## src/rtl/aes_round_col_serial.sv

```systemverilog
// Column-serial AES-128 round back-end: ShiftRows at capture, then one column per
// cycle through MixColumns and AddRoundKey, with valid/ready handshakes on both sides.

module aes_mix_columns (
  input  logic [31:0] i_col,
  output logic [31:0] o_col
);
  function automatic logic [7:0] xtime(input logic [7:0] b);
    return {b[6:0], 1'b0} ^ (b[7] ? 8'h1b : 8'h00);
  endfunction

  logic [7:0] w_s0, w_s1, w_s2, w_s3;
  assign {w_s0, w_s1, w_s2, w_s3} = i_col;

  // 3*x is computed as xtime(x)^x
  assign o_col[31:24] = xtime(w_s0) ^ xtime(w_s1) ^ w_s1 ^ w_s2 ^ w_s3;
  assign o_col[23:16] = w_s0 ^ xtime(w_s1) ^ xtime(w_s2) ^ w_s2 ^ w_s3;
  assign o_col[15:8]  = w_s0 ^ w_s1 ^ xtime(w_s2) ^ xtime(w_s3) ^ w_s3;
  assign o_col[7:0]   = xtime(w_s0) ^ w_s0 ^ w_s1 ^ w_s2 ^ xtime(w_s3);
endmodule

module aes_round_col_serial #(
  parameter bit BYPASS_LAST = 1'b1
) (
  input  logic         clk,
  input  logic         rst_n,
  input  logic         in_valid,
  output logic         in_ready,
  input  logic [127:0] in_state,
  input  logic [127:0] in_round_key,
  input  logic         in_last_round,
  output logic         out_valid,
  input  logic         out_ready,
  output logic [127:0] out_state,
  output logic         busy
);
  typedef enum logic [1:0] {IDLE, PROC, DONE} state_t;

  state_t       r_state;
  logic [1:0]   r_cnt;
  logic [127:0] r_sr;
  logic [127:0] r_key;
  logic         r_last;
  logic [127:0] r_out;
  logic         r_in_ready;
  logic         r_out_valid;
  logic         r_busy;

  logic [31:0]  w_col;
  logic [31:0]  w_kcol;
  logic [31:0]  w_mix;
  logic [31:0]  w_res;

  // byte (r,c) lives at [127-8*(4c+r) -: 8]; row r rotates left by r columns
  function automatic logic [127:0] shift_rows(input logic [127:0] s);
    logic [127:0] t;
    t = '0;
    for (int c = 0; c < 4; c++) begin
      for (int r = 0; r < 4; r++) begin
        t[127-8*(4*c+r) -: 8] = s[127-8*(4*((c+r)%4)+r) -: 8];
      end
    end
    return t;
  endfunction

  always_comb begin
    w_col  = '0;
    w_kcol = '0;
    for (int c = 0; c < 4; c++) begin
      if (r_cnt == 2'(c)) begin
        w_col  = r_sr[127-32*c -: 32];
        w_kcol = r_key[127-32*c -: 32];
      end
    end
  end

  aes_mix_columns u_mix (
    .i_col (w_col),
    .o_col (w_mix)
  );

  assign w_res = (r_last ? w_col : w_mix) ^ w_kcol;

  always_ff @(posedge clk) begin
    if (!rst_n) begin
      r_state     <= IDLE;
      r_cnt       <= '0;
      r_sr        <= '0;
      r_key       <= '0;
      r_last      <= 1'b0;
      r_out       <= '0;
      r_in_ready  <= 1'b1;
      r_out_valid <= 1'b0;
      r_busy      <= 1'b0;
    end else begin
      case (r_state)
        IDLE: begin
          if (in_valid && r_in_ready) begin
            r_sr       <= shift_rows(in_state);
            r_key      <= in_round_key;
            r_last     <= in_last_round & BYPASS_LAST;
            r_cnt      <= '0;
            r_state    <= PROC;
            r_in_ready <= 1'b0;
            r_busy     <= 1'b1;
          end
        end
        PROC: begin
          for (int c = 0; c < 4; c++) begin
            if (r_cnt == 2'(c)) r_out[127-32*c -: 32] <= w_res;
          end
          r_cnt <= r_cnt + 2'd1;
          if (r_cnt == 2'd3) begin
            r_state     <= DONE;
            r_out_valid <= 1'b1;
          end
        end
        DONE: begin
          // result held under backpressure; input stays blocked until back in IDLE
          if (out_ready) begin
            r_state     <= IDLE;
            r_out_valid <= 1'b0;
            r_busy      <= 1'b0;
            r_in_ready  <= 1'b1;
          end
        end
        default: r_state <= IDLE;
      endcase
    end
  end

  assign in_ready  = r_in_ready;
  assign out_valid = r_out_valid;
  assign out_state = r_out;
  assign busy      = r_busy;
endmodule

```

## config.mk

```make
export PLATFORM = sky130hd
export DESIGN_NAME = aes_round_col_serial
export DESIGN_NICKNAME = d
export VERILOG_FILES = /design/src/rtl/aes_round_col_serial.sv
export SDC_FILE = /design/constraint.sdc
export NUM_CORES = 1
export LEC_CHECK = 0
export CAP_MARGIN = 10
export CORE_MARGIN = 5
export CORE_UTILIZATION = 54
export CTS_CLUSTER_DIAMETER = 150
export DETAILED_ROUTE_END_ITERATION = 8
export HOLD_SLACK_MARGIN = 0.02
export PLACE_DENSITY_LB_ADDON = 0.05
export REMOVE_ABC_BUFFERS = 1
export SLEW_MARGIN = 20
export SYNTH_ARGS = -nofsm -noshare
export SYNTH_HDL_FRONTEND = slang
export SYNTH_SLANG_ARGS = --single-unit
export TNS_END_PERCENT = 10
```

## constraint.sdc

```tcl
create_clock -name clk -period 5 [get_ports clk]
set_clock_uncertainty 0.2 [all_clocks]
set_input_delay 0.5 -clock clk [delete_from_list [all_inputs] [get_ports clk]]
set_output_delay 0.5 -clock clk [all_outputs]
set_load 0.005 [all_outputs]
```

## Word-level counts from Yosys, hierarchy flattened

Index checks and enable logic that the tools add are counted.

| word-level totals | value |
|---|---|
| register bits | 392 |
| input bits | 261 |
| output and inout bits | 131 |
| word-level logic and storage cells | 84 |

| cells by class | value |
|---|---|
| $add $sub $neg | 1 |
| equality and inequality tests | 8 |
| mux-type cells | 27 |
| bitwise operators | 21 |
| reductions and logical operators | 15 |

Operator list:

| kind | number |
|---|---|
| $mux W32 | 9 |
| $xor A8 B8 Y8 | 19 |
| $xor A32 B32 Y32 | 1 |
| $mux W5 | 4 |
| $reduce_and A2 Y1 | 6 |
| $reduce_and A3 Y1 | 3 |
| $mux W2 | 4 |
| $xor A8 B5 Y8 | 1 |
| $eq A2 B2 Y1 const B | 3 |
| $ne A2 B2 Y1 const B | 3 |
| $pmux W1 S2 | 3 |
| $pmux W2 S3 | 1 |
| $reduce_bool A2 Y1 | 3 |
| $mux W1 | 5 |
| $eq A2 B1 Y1 const B | 2 |
| $logic_not A2 Y1 | 2 |
| $pmux W2 S2 | 1 |
| $add A2 B1 Y2 const B | 1 |
| $logic_and A1 B1 Y1 | 1 |

## Depth between registers and ports, before layout

Gate-level depths: netlist (run 1).

| logic depth | value |
|---|---|
| word-level depth | 13 |
| mapped depth | 14 |

## Cells and area by module

From an unflattened synthesis (run 1), not the netlist that was laid out.

| unflattened totals | value |
|---|---|
| cells, all modules | 2225 |
| area total of the unflattened synthesis | 19218.4 um^2 |

By module, submodules not included:

| module | instances | cells each | area each (um^2) |
|---|---|---|---|
| aes_round_col_serial | 1 | 2143 | 17805.8 |
| aes_mix_columns | 1 | 82 | 1412.6 |

## Worst setup path after synthesis (run 1)

No wires, ideal clock.

| path | value |
|---|---|
| path kind | flip-flop to flip-flop |
| start | reg r_cnt[0] |
| end | reg r_out[121], in the netlist out_state[121] |
| arrival time | 2.555 ns |
| required time | 4.685 ns |
| setup slack | 2.130 ns |
| stages on the path, launching flop included | 12 |
| path buffers | 2 |
| clock period less this slack | 2.870 ns |
| cell sequence | dfxtp_1 > inv_1 > ha_1 > buf_6 > nor2_4 > buf_6 > a31oi_1 > xnor2_1 > xnor3_1 > xnor2_1 > o221ai_1 > and2_1 |

| on the way | value |
|---|---|
| cells in the longest elaborated chain, start to end | 13 |
| elaborated cells between the ends (all ways) | 23 |

RTL lines:

| what | RTL line | text |
|---|---|---|
| start, declared | 40 | `logic [1:0] r_cnt;` |
| start signal, assigned | 112 | `r_cnt <= r_cnt + 2'd1;` |
| $logic_not A2 Y1 | 70, 110 |  |
| $mux W32 (4 in series) | 70 | `if (r_cnt == 2'(c)) begin` |
| $mux W5 | 9 | `return {b[6:0], 1'b0} ^ (b[7] ? 8'h1b : 8'h00);` |
| $xor A8 B5 Y8 or $xor A8 B8 Y8 (tied branches) | 9 |  |
| $xor A8 B8 Y8 (4 in series) | 16 | `assign o_col[31:24] = xtime(w_s0) ^ xtime(w_s1) ^ w_s1 ^ w_s2 ^ w_s3;` |
| $mux W32 | 82 | `assign w_res = (r_last ? w_col : w_mix) ^ w_kcol;` |
| $xor A32 B32 Y32 | 82 |  |
| end signal, assigned by index | 110 | `if (r_cnt == 2'(c)) r_out[127-32*c -: 32] <= w_res;` |
| end, declared | 44 | `logic [127:0] r_out;` |

Several ways; a longest one is shown, not always the timed one.
A chain may end at the register's enable or synchronous reset.

## Worst setup path after layout (run 1)

| path | value |
|---|---|
| start | reg r_cnt[0] |
| end | reg r_out[108], in the netlist out_state[108] |

| on the way | value |
|---|---|
| cells in the longest elaborated chain, start to end | 12 |
| elaborated cells between the ends (all ways) | 23 |

RTL lines:

| what | RTL line | text |
|---|---|---|
| $logic_not A2 Y1 | 70, 110 |  |
| $mux W32 (4 in series) | 70 |  |
| $mux W5 | 9 |  |
| $xor A8 B8 Y8 | 9 |  |
| $xor A8 B8 Y8 (3 in series) | 18 | `assign o_col[15:8] = w_s0 ^ w_s1 ^ xtime(w_s2) ^ xtime(w_s3) ^ w_s3;` |
| $mux W32 | 82 |  |
| $xor A32 B32 Y32 | 82 |  |

Several ways; a longest one is shown, not always the timed one.

==> results by group, run 1 <==
Status
  – Outcome: completed

Floorplanning
  – Core Box Area: between 30000 and 40000 um2
  – Die width: a little under 200 um
  – Initial core utilization: ~54%
  – Die area: ~37000 um2
  – Die height: between 150 and 200 um
  – Io pins: approximately 390
  – Core Rows: 67

Clock network
  – Number of CTS-inserted buffers: 41
  – Quantity of gates resized following cts: 0
  – Clk_lat worst skew: between 0.5 and 0.6 ns
  – Post-CTS Hold Fix Bufs: 0
  – CTS clk-pin slew, worst paths: 0.07 ns
  – H-tree depth: 2
  – CTS tree: built
  – Clock Sink Count: a little under 400
  – Setup bufs post-CTS: 0
  – Root Driver: clkbuf_16
  – CTS Buffer Depth: 3

Critical path
  – Slowest stage cell, crit path: xnor2_2
  – Worst-path maximum fanout: 31
  – Critical path, cell by cell: inv_1 -> ha_4 -> nor2_4 -> buf_12 -> a31oi_2 -> xnor2_2 -> xnor3_1 -> xnor2_1 -> o221ai_1 -> and2_1
  – Crit path capture type: flop
  – Crit Path Category: reg2reg
  – CP delay by family, top: XOR/XNOR gates
  – Worst flop-to-flop path startpoint: r_cnt[0]
  – Critical path buffer and inverter count: 2
  – Peak per-stage delay on the critical path: about 0.57 ns
  – CP Launch Point: r_cnt[0]
  – WP data required: 5.21 ns
  – Data arrival, critical path: between 4 and 5 ns
  – Critical path launch point type: flop

Routing
  – ANT nets after route: 0
  – DR vias: about 17000
  – Wire length per cell: 18.80 um
  – Vias per cell: around 5.5
  – Routed WL: 56720 um
  – Detailed Routing Iterations Pass 1: 5
  – DRC: 0
  – Iteration-0 DRC Markers: 1189

Global route
  – Initial antenna violation count: 2
  – Congestion Overflow GR: 0
  – First-pass GRT wire length: approximately 86000 um
  – Vias in the first global route: roughly 16000
  – Largest net degree at the start of global routing: 134
  – Gr usage total: between 20% and 30%

Finish
  – Commonest cells after routing, fill and taps aside: 722 x nand2_1, 391 x dfxtp_1, 390 x clkdlybuf4s50_1, 307 x a21oi_1, 111 x o21ai_0
  – Commonest non-fill, non-tap cell in the layout: nand2_1
  – Area of the multi-input gates: roughly 9500 um2
  – Storage cell area: roughly 8000 um2
  – Layout Nets: between 2000 and 3000
  – Fill cell count: 2753
  – Final core utilization: approximately 70%
  – P&R area growth vs syn: 29.54%
  – Share of cells above drive strength 1: roughly 5.4%

Timing
  – Final worst slack: 1.031 ns
  – Tmin final: between 3 and 4 ns
  – Final hold vios: 0
  – Fmax: about 250 MHz
  – Final setup viols: 0
  – Hold_ws: around 0.25 ns
  – Fin. max-slew vios: 0
  – Final period util: 79.38%
  – Post-Route Setup TNS: 0 ns
  – Worst Tran Pin Value: 1.104 ns
  – RSZ-0062 raised after global routing: false
  – Slew HR: approximately a quarter

Synthesis
  – Synth Warn #: 0
  – Netlist cell types: between 40 and 50
  – Primary FF master, synth: dfxtp_1
  – Post-synthesis sequential area ratio: between 40% and 50%
  – Async SR Flop Fraction: 0%
  – Cell area after synthesis: about 18000 um2
  – Post-synth EDFFs: 0
  – Synth Area per Inst: around 8 um2
  – Yosys reg bits: 392
  – Mapped Cells: approximately 2300

Place
  – Setup WS pre-CTS: approximately 0.96 ns
  – RePlAce Congestion: 0.8904
  – Post-DP HPWL: a little under 40000 um
  – PortBufs: ~390

Power
  – Power Density: about 360 nW/um2
  – Leakage: 0.008292 uW
  – Worst vdd ir: 231.8 uV

Run
  – Max Cap Viol: 0

Hold path
  – Hold_sp: r_sr[48]
  – Hold crit path type: reg2reg
-- where the power goes --
group | total, uW | switching [uW] | internal (uW) | leakage [uW]
clock network | 3130 | 1240 | 1890 | 0.000679
registers | 3420 | 110 | 3310 | 0.00320
logic | 1950 | 1080 | 878 | 0.00442
total | 8510 | 2430 | 6080 | 0.00829
-- Yosys cell counts, drive strengths merged (2+ instances only) --
library cell	n	area share (%)
nand2	722	15
dfxtp	392	43
a21oi	307	8.5
clkbuf	141	2.9
o21ai	139	3.9
xnor2	93	5.1
a21boi	76	3.1
a31oi	47	2.4
nor2	47	1.0
buf	38	1.5
mux2i	36	2.0
nand3b	32	1.4
and2	25	0.86
nand2b	25	0.86
nand3	22	0.61
xor2	21	1.1
xnor3	18	2.2
nor2b	12	0.41
o221ai	12	0.58
and3b	9	0.44
inv	9	0.19
nor3b	9	0.44
a311oi	7	0.83
o221a	6	0.37
a22oi	4	0.17
ha	4	0.28
or2b	4	0.17
mux2	2	0.12
o21ba	2	0.11
-- registers in the layout, indices dropped and copies added (netlist names) --
signal,count
r_key,128
busy,1
out_state,128
out_valid,1
r_sr,128
r_last,1
r_state,2
r_cnt,2
in_ready,1
-- path summary, 6_finish.rpt --
kind | end | slack (ns) | cells after the start
setup / recovery | out_state[108] | 1.03 | 10
hold reg to reg | r_sr[48] | 0.25 | 2
hold / removal | r_sr[48] | 0.25 | 2
setup reg to reg | out_state[108] | 1.03 | 10
-- metrics by stage --
stage          total power (uW)  cells  instance area (um2)
2_1_floorplan              4742   2086                17320
3_3_place_gp               5371   2944                22050
3_5_place_dp               5412   2944                22050
4_1_cts                    8518   3013                23440
5_1_grt                    8847   3016                23460
6_report                   8509   3017                23470
-- routing by layer --
metal | global-route usage (%) | wire length [um] | vias up
li1 | - | - | 8083
met1 | 38.24 | 23980 | 7786
met2 | 46.57 | 26020 | 647
met3 | 6.986 | 5080 | 108
met4 | 8.932 | 1641 | 0
met5 | 0 | 0 | -
-- cell type report --
| type | count | share of cell area [%] |
|---|---|---|
| repair buffers | 411 | 17.57 |
| clock inverters | 13 | 0.7572 |
| well taps | 448 | 2.389 |
| flip-flops and latches | 392 | 33.45 |
| clock buffers | 56 | 5.135 |
| inverters | 9 | 0.1653 |
| multi-input cells | 1685 | 40.50 |
| diodes | 3 | 0.03199 |
-- worst min-delay path: stages, from the launching register on --
cell and delay, ns:
dfxtp_1 0.30, nand2_1 0.05, a21oi_1 0.05
-- cells by family after synthesis --
group,count (synthesis),share of synthesized area (%)
xor+xnor,132,8.351
compound gates,603,20.17
buf+inv,188,4.559
mux,38,2.114
simple gates,908,21.21
fa+ha+maj,4,0.2763
flops,392,43.32
(Power assumes the default switching activity.)
==> run 2, diff against run 1 <==
--- a/config.mk
+++ b/config.mk
@@ -7,7 +7,7 @@
 export LEC_CHECK = 0
 export CAP_MARGIN = 10
 export CORE_MARGIN = 5
-export CORE_UTILIZATION = 54
+export CORE_UTILIZATION = 51
 export CTS_CLUSTER_DIAMETER = 150
 export DETAILED_ROUTE_END_ITERATION = 8
 export HOLD_SLACK_MARGIN = 0.02
==> constraint.sdc (replaced) <==
create_clock -name clk -period 4.05 [get_ports clk]
set_clock_uncertainty 0.2 [all_clocks]
set_input_delay 0.405 -clock clk [delete_from_list [all_inputs] [get_ports clk]]
set_output_delay 0.405 -clock clk [all_outputs]
set_load 0.005 [all_outputs]
==> run 2 against run 1 <==
- clock power increased by 28%
- clock-buffer cell count increased by 5
- worst hold slack got worse by 0.038 ns
- critical path type unchanged
==> results by group, run 2 (synthesis gave the netlist of run 1 again) <==
Status
  – Outcome: completed (unchanged)

Floorplanning
  – Io pins: 392 (unchanged)
  – Initial core utilization: 51.30% (was 54.29%)
  – Core Box Area: 35310 um2 (was 33360 um2)
  – Die height: 198.5 um (was 193.2 um)
  – Die width: 198.5 um (was 193.2 um)
  – Core Rows: 69 (was 67)
  – Die area: 39390 um2 (was 37310 um2)

Routing
  – Met3 wire length: 4632 um (was 5080 um)
  – DR vias: 16670 (was 16620)
  – Iteration-0 DRC Markers: 1181 (was 1189)
  – Detailed Routing Iterations Pass 1: 7 (was 5)
  – Wire length on met2: 26730 um (was 26020 um)
  – Met1 layer wirelength in the final routing: 25140 um (was 23980 um)
  – Routed WL: 57760 um (was 56720 um)
  – DRC: 0 (unchanged)
  – Wire length per cell: 18.88 um (was 18.80 um)
  – Highest Signal Layer: met4 (unchanged)
  – ANT nets after route: 0 (unchanged)
  – Vias per cell: 5.450 (was 5.510)

Timing
  – Worst Tran Pin Value: 1.056 ns (was 1.104 ns)
  – Tmin final: 3.686 ns (was 3.969 ns)
  – Slew HR: 29.60% (was 26.39%)
  – Final period util: 91.00% (was 79.38%)
  – Final setup viols: 0 (unchanged)
  – Final hold vios: 0 (unchanged)
  – Post-Route Setup TNS: 0 ns (unchanged)
  – Final worst slack: 0.3644 ns (was 1.031 ns)
  – Fmax: 271.3 MHz (was 252.0 MHz)
  – RSZ-0062 raised after global routing: false (unchanged)
  – Fin. max-slew vios: 0 (unchanged)

Hold path
  – Worst hold stages: 3 (was 2)
  – Hold crit path type: in2reg (was reg2reg)

Power
  – Sequential power share: 39.6% (was 40.2%)
  – Leakage: 0.008459 uW (was 0.008292 uW)
  – Sw power: 3063 uW (was 2430 uW)
  – Power Density: 450.0 nW/um2 (was 362.6 nW/um2)
  – Internal Power: 7632 uW (was 6078 uW)
  – Worst vdd ir: 406.9 uV (was 231.8 uV)
  – Comb pwr share: 22.8% (was 23.0%)
  – Switching Fraction: 28.64% (was 28.56%)
  – Clock power share: 37.5% (was 36.8%)

Critical path
  – Data arrival, critical path: 3.91 ns (was 4.18 ns)
  – Crit path capture type: flop (unchanged)
  – WP data required: 4.27 ns (was 5.21 ns)
  – Worst-path maximum fanout: 20 (was 31)
  – Crit Path Category: reg2reg (unchanged)
  – Critical path launch point type: flop (unchanged)
  – Reg2reg path depth: 10 (unchanged)

Clock network
  – Clock Sink Count: 392 (unchanged)
  – H-tree depth: 2 (unchanged)
  – Root Driver: clkbuf_16 (unchanged)
  – Number of CTS-inserted buffers: 42 (was 41)
  – Post-CTS Hold Fix Bufs: 1 (was 0)
  – CTS tree: built (unchanged)
  – Quantity of gates resized following cts: 0 (unchanged)
  – Setup bufs post-CTS: 0 (unchanged)
  – CTS clk-pin slew, worst paths: 0.07 ns (about the same)
  – CTS Buffer Depth: 3 (unchanged)
  – Clk_lat worst skew: 0.54 ns (was 0.53 ns)

Global route
  – Vias in the first global route: 16160 (was 15950)
  – Initial antenna violation count: 1 (was 2)
  – Gr usage total: 27.95% (was 28.74%)
  – Largest net degree at the start of global routing: 143 (was 134)
  – First-pass GRT wire length: 88760 um (was 85730 um)
  – Congestion Overflow GR: 0 (unchanged)

Finish
  – Share of cells above drive strength 1: 6.353% (was 5.378%)
  – P&R area growth vs syn: 31.22% (was 29.54%)
  – Layout Nets: 2829 (was 2805)
  – Commonest cells after routing, fill and taps aside: 722 x nand2_1, 391 x dfxtp_1, 390 x clkdlybuf4s50_1, 307 x a21oi_1, 111 x o21ai_0 (unchanged)
  – Commonest non-fill, non-tap cell in the layout: nand2_1 (unchanged)

Place
  – PortBufs: 391 (unchanged)
  – Post-DP HPWL: 40560 um (was 38670 um)
  – RePlAce Congestion: 0.8762 (was 0.8904)
  – Setup WS pre-CTS: 0.4399 ns (was 0.9610 ns)

Run
  – Max Cap Viol: 0 (unchanged)
run 2: cell type report:
cell class	instances	area (um2)
fill	2974	11540
multi-input combinational	1685	9503
sequential	392	7849
timing repair buffer	434	4337
clock buffer	61	1266
tap	461	576.8
clock inverter	16	195.2
inverter	9	38.79
antenna	1	2.502
run 2: worst paths after layout:
check | from | to | slack [ns]
hold / removal | in_round_key[65] | r_key[65] | 0.21
hold reg to reg | r_key[108] | r_key[108] | 0.25
setup / recovery | r_cnt[0] | out_state[76] | 0.36
setup reg to reg | r_cnt[0] | out_state[76] | 0.36
run 2: metrics by stage:
stage,instance area (um2),power (uW),hold slack (ns),instances,util [%]
floorplan,17320,5855,0.2312,2086,-
global placement,22290,6679,0.2370,2980,63.14
detailed placement,22290,6733,0.2423,2980,63.14
CTS,23770,10730,0.2017,3058,67.30
global route,23770,11100,0.2134,3059,67.31
finish,23770,10690,0.2132,3059,67.31
run 2: per-layer routing:
layer  vias to the layer above  track usage (%)
met3                        82            5.166
li1                       8147                -
met1                      7813            37.96
met2                       631            46.48
met5                         -                0
met4                         0            6.915
run 2: critical path: stages (launching register included):
cell and delay [ns]:
dfxtp_1 0.49, inv_1 0.18, ha_4 0.29, nor2_4 0.28
buf_12 0.25, a31oi_2 0.20, xnor2_2 0.34, xnor3_1 0.48
xnor2_1 0.45, o221ai_1 0.20, and2_1 0.20
run 2: power groups by stage:
stage	sequential [uW]	clock, uW	combinational [uW]
after global placement	4310	0	2370
after floorplan	4270	0	1580
final	4240	4010	2440
after detailed placement	4320	0	2420
after CTS	4230	4060	2430
after global routing	4260	4200	2630
